### src/rtl/spif_pkt_pkg.sv
// Shared defaults and output-register state type for the SPIF packet path.
package spif_pkt_pkg;

  localparam int unsigned PacketBitsDefault = 72;
  localparam int unsigned NumInputsDefault  = 4;

  typedef enum logic [0:0] {
    OutEmpty = 1'b0,
    OutFull  = 1'b1
  } out_state_e;

endpackage

### src/rtl/rr_arbiter.sv
// Combinational round-robin grant: first valid requester at or above ptr, wrapping to 0.
module rr_arbiter
  import spif_pkt_pkg::*;
#(
  parameter int unsigned NUM_INPUTS = NumInputsDefault,
  localparam int unsigned PtrW = $clog2(NUM_INPUTS)
) (
  input  logic [NUM_INPUTS-1:0] vld,
  input  logic [PtrW-1:0]       ptr,
  output logic [NUM_INPUTS-1:0] grant,
  output logic [PtrW-1:0]       grant_idx,
  output logic                  any_vld
);

  logic [PtrW-1:0] j;

  always_comb begin
    grant     = '0;
    grant_idx = '0;
    any_vld   = 1'b0;
    j         = '0;
    for (int unsigned k = 0; k < NUM_INPUTS; k++) begin
      j = PtrW'((32'(ptr) + k) % NUM_INPUTS);
      if (!any_vld && vld[j]) begin
        any_vld   = 1'b1;
        grant[j]  = 1'b1;
        grant_idx = j;
      end
    end
  end

endmodule

### src/rtl/pkt_arbiter.sv
// N-to-1 packet arbiter with a single output register, stall-timeout drop and
// delivered/dropped counters.
module pkt_arbiter
  import spif_pkt_pkg::*;
#(
  parameter int unsigned PACKET_BITS = PacketBitsDefault,
  parameter int unsigned NUM_INPUTS  = NumInputsDefault
) (
  input  logic                              clk,
  input  logic                              reset,
  input  logic [31:0]                       drop_wait_in,
  input  logic [NUM_INPUTS*PACKET_BITS-1:0] pkt_in_data_in,
  input  logic [NUM_INPUTS-1:0]             pkt_in_vld_in,
  output logic [NUM_INPUTS-1:0]             pkt_in_rdy_out,
  output logic [PACKET_BITS-1:0]            pkt_out_data_out,
  output logic                              pkt_out_vld_out,
  input  logic                              pkt_out_rdy_in,
  output logic [31:0]                       fwd_cnt_out,
  output logic [31:0]                       drop_cnt_out
);

  localparam int unsigned PtrW = $clog2(NUM_INPUTS);

  out_state_e             state_q, state_d;
  logic [PACKET_BITS-1:0] data_q, data_d;
  logic [PtrW-1:0]        ptr_q, ptr_d;
  logic [31:0]            wait_q, wait_d;
  logic [31:0]            fwd_q, fwd_d;
  logic [31:0]            drop_q, drop_d;

  logic [NUM_INPUTS-1:0]  grant;
  logic [PtrW-1:0]        grant_idx;
  logic                   any_vld;
  logic [PACKET_BITS-1:0] sel_data;
  logic                   full, deliver, drop_now, reg_free, accept;

  rr_arbiter #(
    .NUM_INPUTS(NUM_INPUTS)
  ) u_rr_arbiter (
    .vld      (pkt_in_vld_in),
    .ptr      (ptr_q),
    .grant    (grant),
    .grant_idx(grant_idx),
    .any_vld  (any_vld)
  );

  always_comb begin
    sel_data = '0;
    for (int unsigned i = 0; i < NUM_INPUTS; i++) begin
      if (grant[i]) sel_data = pkt_in_data_in[i*PACKET_BITS +: PACKET_BITS];
    end
  end

  // Delivery wins over timeout when both would fire in the same cycle.
  assign full     = (state_q == OutFull);
  assign deliver  = full && pkt_out_rdy_in;
  assign drop_now = full && !pkt_out_rdy_in && (drop_wait_in != 32'd0) &&
                    (wait_q == drop_wait_in - 32'd1);
  assign reg_free = !full || pkt_out_rdy_in || drop_now;
  assign accept   = !reset && reg_free && any_vld;

  assign pkt_in_rdy_out = accept ? grant : '0;

  always_comb begin
    state_d = state_q;
    data_d  = data_q;
    ptr_d   = ptr_q;
    wait_d  = wait_q;
    fwd_d   = fwd_q + {31'd0, deliver};
    drop_d  = drop_q + {31'd0, drop_now};
    if (accept) begin
      state_d = OutFull;
      data_d  = sel_data;
      ptr_d   = (grant_idx == PtrW'(NUM_INPUTS - 1)) ? '0 : grant_idx + PtrW'(1);
      wait_d  = '0;
    end else if (deliver || drop_now) begin
      state_d = OutEmpty;
      wait_d  = '0;
    end else if (full) begin
      wait_d  = wait_q + 32'd1;
    end
  end

  always_ff @(posedge clk) begin
    if (reset) begin
      state_q <= OutEmpty;
      data_q  <= '0;
      ptr_q   <= '0;
      wait_q  <= '0;
      fwd_q   <= '0;
      drop_q  <= '0;
    end else begin
      state_q <= state_d;
      data_q  <= data_d;
      ptr_q   <= ptr_d;
      wait_q  <= wait_d;
      fwd_q   <= fwd_d;
      drop_q  <= drop_d;
    end
  end

  assign pkt_out_vld_out  = full;
  assign pkt_out_data_out = data_q;
  assign fwd_cnt_out      = fwd_q;
  assign drop_cnt_out     = drop_q;

endmodule

### config.mk
export PLATFORM = sky130hd
export DESIGN_NAME = pkt_arbiter
export DESIGN_NICKNAME = d
export VERILOG_FILES = /design/src/rtl/spif_pkt_pkg.sv /design/src/rtl/rr_arbiter.sv /design/src/rtl/pkt_arbiter.sv
export SDC_FILE = /design/constraint.sdc
export NUM_CORES = 1
export LEC_CHECK = 0
export ABC_CLOCK_PERIOD_IN_PS = 4000
export BUFFER_PORTS_ARGS = -buffer_cell sky130_fd_sc_hd__buf_2
export CORE_AREA = 4 4 178 180
export CTS_CLUSTER_SIZE = 25
export DETAILED_ROUTE_END_ITERATION = 8
export DIE_AREA = 0 0 182 184
export REMOVE_ABC_BUFFERS = 1
export SETUP_SLACK_MARGIN = 0.4
export SLEW_MARGIN = 20
export SYNTH_ARGS = -nofsm -noshare
export SYNTH_HDL_FRONTEND = slang
export SYNTH_SLANG_ARGS = --single-unit
export TNS_END_PERCENT = 30
### constraint.sdc
create_clock -name clk -period 4 [get_ports clk]
set_clock_uncertainty 0.15 [all_clocks]
set_input_delay 0.4 -clock clk [delete_from_list [all_inputs] [get_ports clk]]
set_output_delay 0.4 -clock clk [all_outputs]
set_load 0.02 [all_outputs]
# After elaboration in Yosys (flattened, before gate mapping)
# Index checks and enable logic that the tools add are counted.
# Widths: inputs -> output; s select.
[classes]
addsub = 8
order_cmp = 8
n_eq_ne = 2
n_mux = 36
bitwise = 3
reduce_logical = 25
[ops]
columns = ["cell", "count"]
rows = [
  ["$mux 72", 4],
  ["$add 32x1->32", 2],
  ["$add 32x1->32 const B", 1],
  ["$eq 32x32->1", 1],
  ["$reduce_bool 32->1", 1],
  ["$sub 32x1->32 const B", 1],
  ["$mux 4", 5],
  ["$mux 1", 14],
  ["$logic_and 1x1->1", 13],
  ["$lt 2x3->1 const B", 4],
  ["$or 4x4->4", 3],
  ["$mux 2", 5],
  ["$bmux 1 s2", 4],
  ["$demux 1 s2", 4],
  ["$ge 2x1->1 const B", 4],
  ["$logic_not 1->1", 6],
  ["$add 2x1->2 const B", 2],
  ["$add 2x2->2 const B", 2],
  ["$logic_or 1x1->1", 3],
  ["$reduce_or 3->1", 1],
  ["$eq 2x2->1 const B", 1],
  ["$reduce_bool 2->1", 1],
]
[totals]
reg_bits = 171
in_bits = 327
out_inout_bits = 141
elab_cells = 88

# Longest topological paths before layout
[depth]
depth_word = 16
ltp_mapped = 19
mapped_depth_nobuf = 19

# Hierarchy
# From an unflattened synthesis, not the netlist that was laid out.
[unflattened]
cells_unflattened = 1356
area_unflattened_um2 = 10667.7
[modules_own_cells]
columns = ["module", "instances", "cells_each", "area_each_um2", "seq_area_each_um2"]
rows = [
  ["pkt_arbiter", 1, 1311, 10248.6, 3423.3],
  ["rr_arbiter", 1, 45, 419.2, 0.0],
]

# Worst setup path before layout
# Ideal clock, no wire load.
[synth_timing]
path_kind = "input to output"
from = "input port drop_wait_in[0]"
to = "output port pkt_in_rdy_out[0]"
arrival_ps = 3566
required_time_ps = 3450
path_slack_ps = -116
cell_stages = 12
path_buffers = 2
cell_sequence = "inv_1 -> ha_1 -> nor4b_2 -> nand4b_1 -> nor3_1 -> mux2_2 -> or4_1 -> or4_4 -> a21oi_2 -> buf_6 -> buf_6 -> nor3b_2"
[synth_between]
elab_chain_len = 7
elab_cells_between_ends = 9
classes_between = "add/sub (1); eq/ne (1); mux (1); reduce/logical (6)"
[synth_rtl]
columns = ["item", "line_no", "text"]
rows = [
  ["from (decl)", "pkt_arbiter.sv:11", "input logic [31:0] drop_wait_in,"],
  ["$sub 32x1->32 or $reduce_bool 32->1 (tied branches)", "pkt_arbiter.sv:58, pkt_arbiter.sv:57", ""],
  ["$eq 32x32->1 or $logic_and 1x1->1 (tied branches)", "pkt_arbiter.sv:58, pkt_arbiter.sv:57", ""],
  ["$logic_and 1x1->1 *", "pkt_arbiter.sv:57", "assign drop_now = full && !pkt_out_rdy_in && (drop_wait_in != 32'd0) &&"],
  ["$logic_or 1x1->1 *", "pkt_arbiter.sv:59", "assign reg_free = !full || pkt_out_rdy_in || drop_now;"],
  ["$logic_and 1x1->1 * (2 in a row)", "pkt_arbiter.sv:60", "assign accept = !reset && reg_free && any_vld;"],
  ["$mux 4 *", "pkt_arbiter.sv:62", "assign pkt_in_rdy_out = accept ? grant : '0;"],
  ["to (decl)", "pkt_arbiter.sv:14", "output logic [NUM_INPUTS-1:0] pkt_in_rdy_out,"],
]
# Every way passes the cells marked *; elsewhere a longest branch is shown, timed or not.

# Worst setup path after layout
[layout_timing]
from = "input port drop_wait_in[5]"
to = "output port pkt_in_rdy_out[0]"
# The elaborated chain is that of the path after synthesis.

==> impl_metrics.py <==
metrics = {
    "clock_tree": {
        "h-tree-depth": 4,
        "postCtsHoldBufs": 0,
        "cts_buffers": 17,
        "cts_tree": "built",
        "cts_num_sinks": 171,
        "path_clk_slew_ns": 0.08,
        "cts_root_buffer": "clkbuf_16",
        "cts_buffer_depth": 2,
        "clk_latency_ns": 0.43,
    },
    "min_path": {
        "hold_start": "pkt_in_data_in[255]",
        "hp-class": "input port to flip-flop",
    },
    "yosys": {
        "synth-main-ff-cell": "dfxtp_1",
        "synthTopCellsByArea": "dfxtp_1 (34%), a221oi_1 (13%), nor2_1 (7.1%)",
        "avgSynthCellArea_sq_um": 8.330,
        "yosys-top-cells-count": "nor2_1 (192), dfxtp_1 (171), a221oi_1 (148)",
        "synth_warnings": 0,
        "synth_edf_count": 0,
        "syn_inst": 1212,
        "post_synth_num_cell_types": 64,
        "ys_seq_area_share_pct": 33.91,
        "synth_top_area_share_pct": 33.91,
        "post-synth-top-count-cell": "nor2_1",
        "syn-cell-area_sq_mm": 0.01010,
        "ys_async_sr_fraction_pct": 0,
        "yosysTopAreaCell": "dfxtp_1",
        "ys_ff_latch": 171,
    },
    "detailed_routing": {
        "wl_mm": 46.37,
        "vias_per_cell": 5.570,
        "drtAntennaViolNets": 0,
        "drc": 0,
        "vias": 11930,
        "wl_per_cell_um": 21.65,
        "drt_iter0_markers": 708,
        "drt-pass1-iter-count": 5,
    },
    "floorplan": {
        "core-area_sq_mm": 0.03019,
        "initial_core_util_pct": 33.44,
        "fp.dieW_um": 182,
        "dieArea_sq_mm": 0.03349,
        "io_pins": 468,
        "die_h_um": 184,
        "num_rows": 64,
    },
    "timing": {
        "slew_violations": 0,
        "rsz0062_at_grt": "true",
        "holdWs_ns": 0.1916,
        "final.period_utilization_pct": 98.23,
        "setup_viol": 0,
        "max_slew_margin_pct": 51.28,
        "fmax_mhz": 254.5,
        "hold_violations": 0,
        "setup_ws_ns": 0.07094,
        "period_needed_ns": 3.929,
        "tightest_slew_ns": 0.7308,
        "setup_tns_ns": 0,
    },
    "grt": {
        "grt_pass1_wl_mm": 66.65,
        "grtUsageTotal_pct": 25.22,
        "grt_max_degree": 69,
        "antenna_found_initial": 10,
        "gr-total-overflow": 0,
        "grt_pass1_vias": 11270,
    },
    "place": {
        "placed_area_sq_mm": 0.01356,
        "dp.final_hpwl_mm": 34.62,
        "place_inst": 2079,
        "numPortBuffers": 467,
        "place_congestion": 0.9462,
        "pre_cts_ws_ns": -0.4820,
    },
    "critical_path": {
        "slowest_delay_ns": 0.59,
        "cp_max_fo": 8,
        "cp-start-kind": "input port",
        "required_ns": 3.45,
        "crit_arrival_ns": 3.38,
        "cp_common_cell": "buf_4",
        "cpMaxStageDelayCell": "or4_4",
        "r2r_start": "wait_q[30]$_SDFFE_PP0P_",
        "worstSetupEndpointType": "output port",
        "startpoint": "drop_wait_in[5]",
        "path_class": "input port to output port",
        "crit_chain": "buf_2 > nor3_4 > nand3_1 > buf_4 > o41ai_1 > buf_4 > and4b_1 > a211oi_1 > or4_4 > a21oi_4 > nor3b_2 > buf_4",
    },
    "pwr": {
        "power_density_mw_per_mm2": 709.3,
        "leakage_nw": 6.481,
        "vdd.ir_drop.worst_mv": 0.3581,
        "report.power.total_mw": 10.53,
    },
    "finish": {
        "design_area_sq_mm": 0.01485,
        "drive_above_1_share_pct": 40.62,
        "syn_to_final_growth_pct": 47.08,
        "nFillCells": 2966,
        "final_cells": 2142,
        "fin_util_pct": 49.19,
        "nNetsFinal": 2063,
    },
    "outcome": {
        "status": "finished clean",
    },
    "job": {
        "maxCapViolCount": 0,
    },
}
-- state kept, by name, indices dropped and copies added (netlist names), named ones only --
name,cells
fwd_cnt_out,32
pkt_out_vld_out,1
wait_q,32
pkt_out_data_out,72
ptr_q,1
drop_cnt_out,32
-- timing repair --
item,CTS,global route
endpoints found under the hold margin,0,0
pin swaps,11,11
gates resized for setup,34,55
cloned,0,3
setup buffers,8,11
endpoints found under the setup margin,133,95
-- layout make-up --
type	instances	area (sq um)	share of cell area, %
Timing Repair Buffer	591	3586	24.15
Sequential cell	171	3423	23.05
Inverter	9	33.78	0.2275
Multi-Input combinational cell	935	6680	44.99
Tap cell	396	495.5	3.337
Antenna cell	8	20.02	0.1348
Clock buffer	17	425.4	2.865
Clock inverter	15	185.2	1.247
-- final timing paths --
kind	to	depth (start not counted)	slack, ns
worst max-delay path	pkt_in_rdy_out[0]	12	0.07
worst min-delay path	pkt_out_data_out[39]$_SDFFE_PP0N_	3	0.19
worst max register to register	drop_cnt_out[29]$_SDFF_PP0_	19	0.28
worst min register to register	fwd_cnt_out[19]$_SDFF_PP0_	2	0.37
-- cells in the final DEF, fill, tap and decap left out, drive strengths merged, types with 5 or more instances in the layout --
master / instances
buf: 588
nor2: 192
dfxtp: 171
a221oi: 148
o21ai: 82
xor2: 80
a2bb2oi: 72
nand2: 52
xnor2: 48
nand3: 46
nand4: 26
and3: 22
nor3: 21
clkbuf: 20
inv: 18
nor4: 16
a21oi: 14
ha: 11
nor2b: 10
diode: 8
or3: 7
and4: 6
or4: 6
o211ai: 5
nand2b: 5
and2: 5
clkinv: 5
-- cells by family (layout without fill, tap and decap cells) --
logic type	Yosys count	in the layout	share of synthesized area, %
multiplexers	11	11	1.624
adder cells (fa/ha/maj)	11	11	1.363
XOR/XNOR	128	128	11.10
other	0	8	0
AND/OR/NAND/NOR	431	431	20.76
AO/OA/AOI/OAI	354	354	26.99
flip-flops	171	171	33.91
buffers and inverters	106	632	4.251
-- layer usage --
metal | global-route usage [%] | wire length, um
met1 | 31.29 | 18840
met2 | 42.64 | 22300
met3 | 5.125 | 3297
met4 | 10.84 | 1894
met5 | 0 | 41
-- worst max-delay path, delay by kind of cell --
kind / cells / cell delay (ns)
compound gates: 3 / 0.75
buf+inv: 4 / 0.66
simple gates: 5 / 1.54
-- power breakdown --
| group | total (mW) | switching, mW | internal [mW] |
|---|---|---|---|
| Combinational | 6.51 | 3.65 | 2.86 |
| Sequential | 2.30 | 0.198 | 2.10 |
| Clock | 1.72 | 0.867 | 0.858 |
Power figures use the tool's default switching activity.
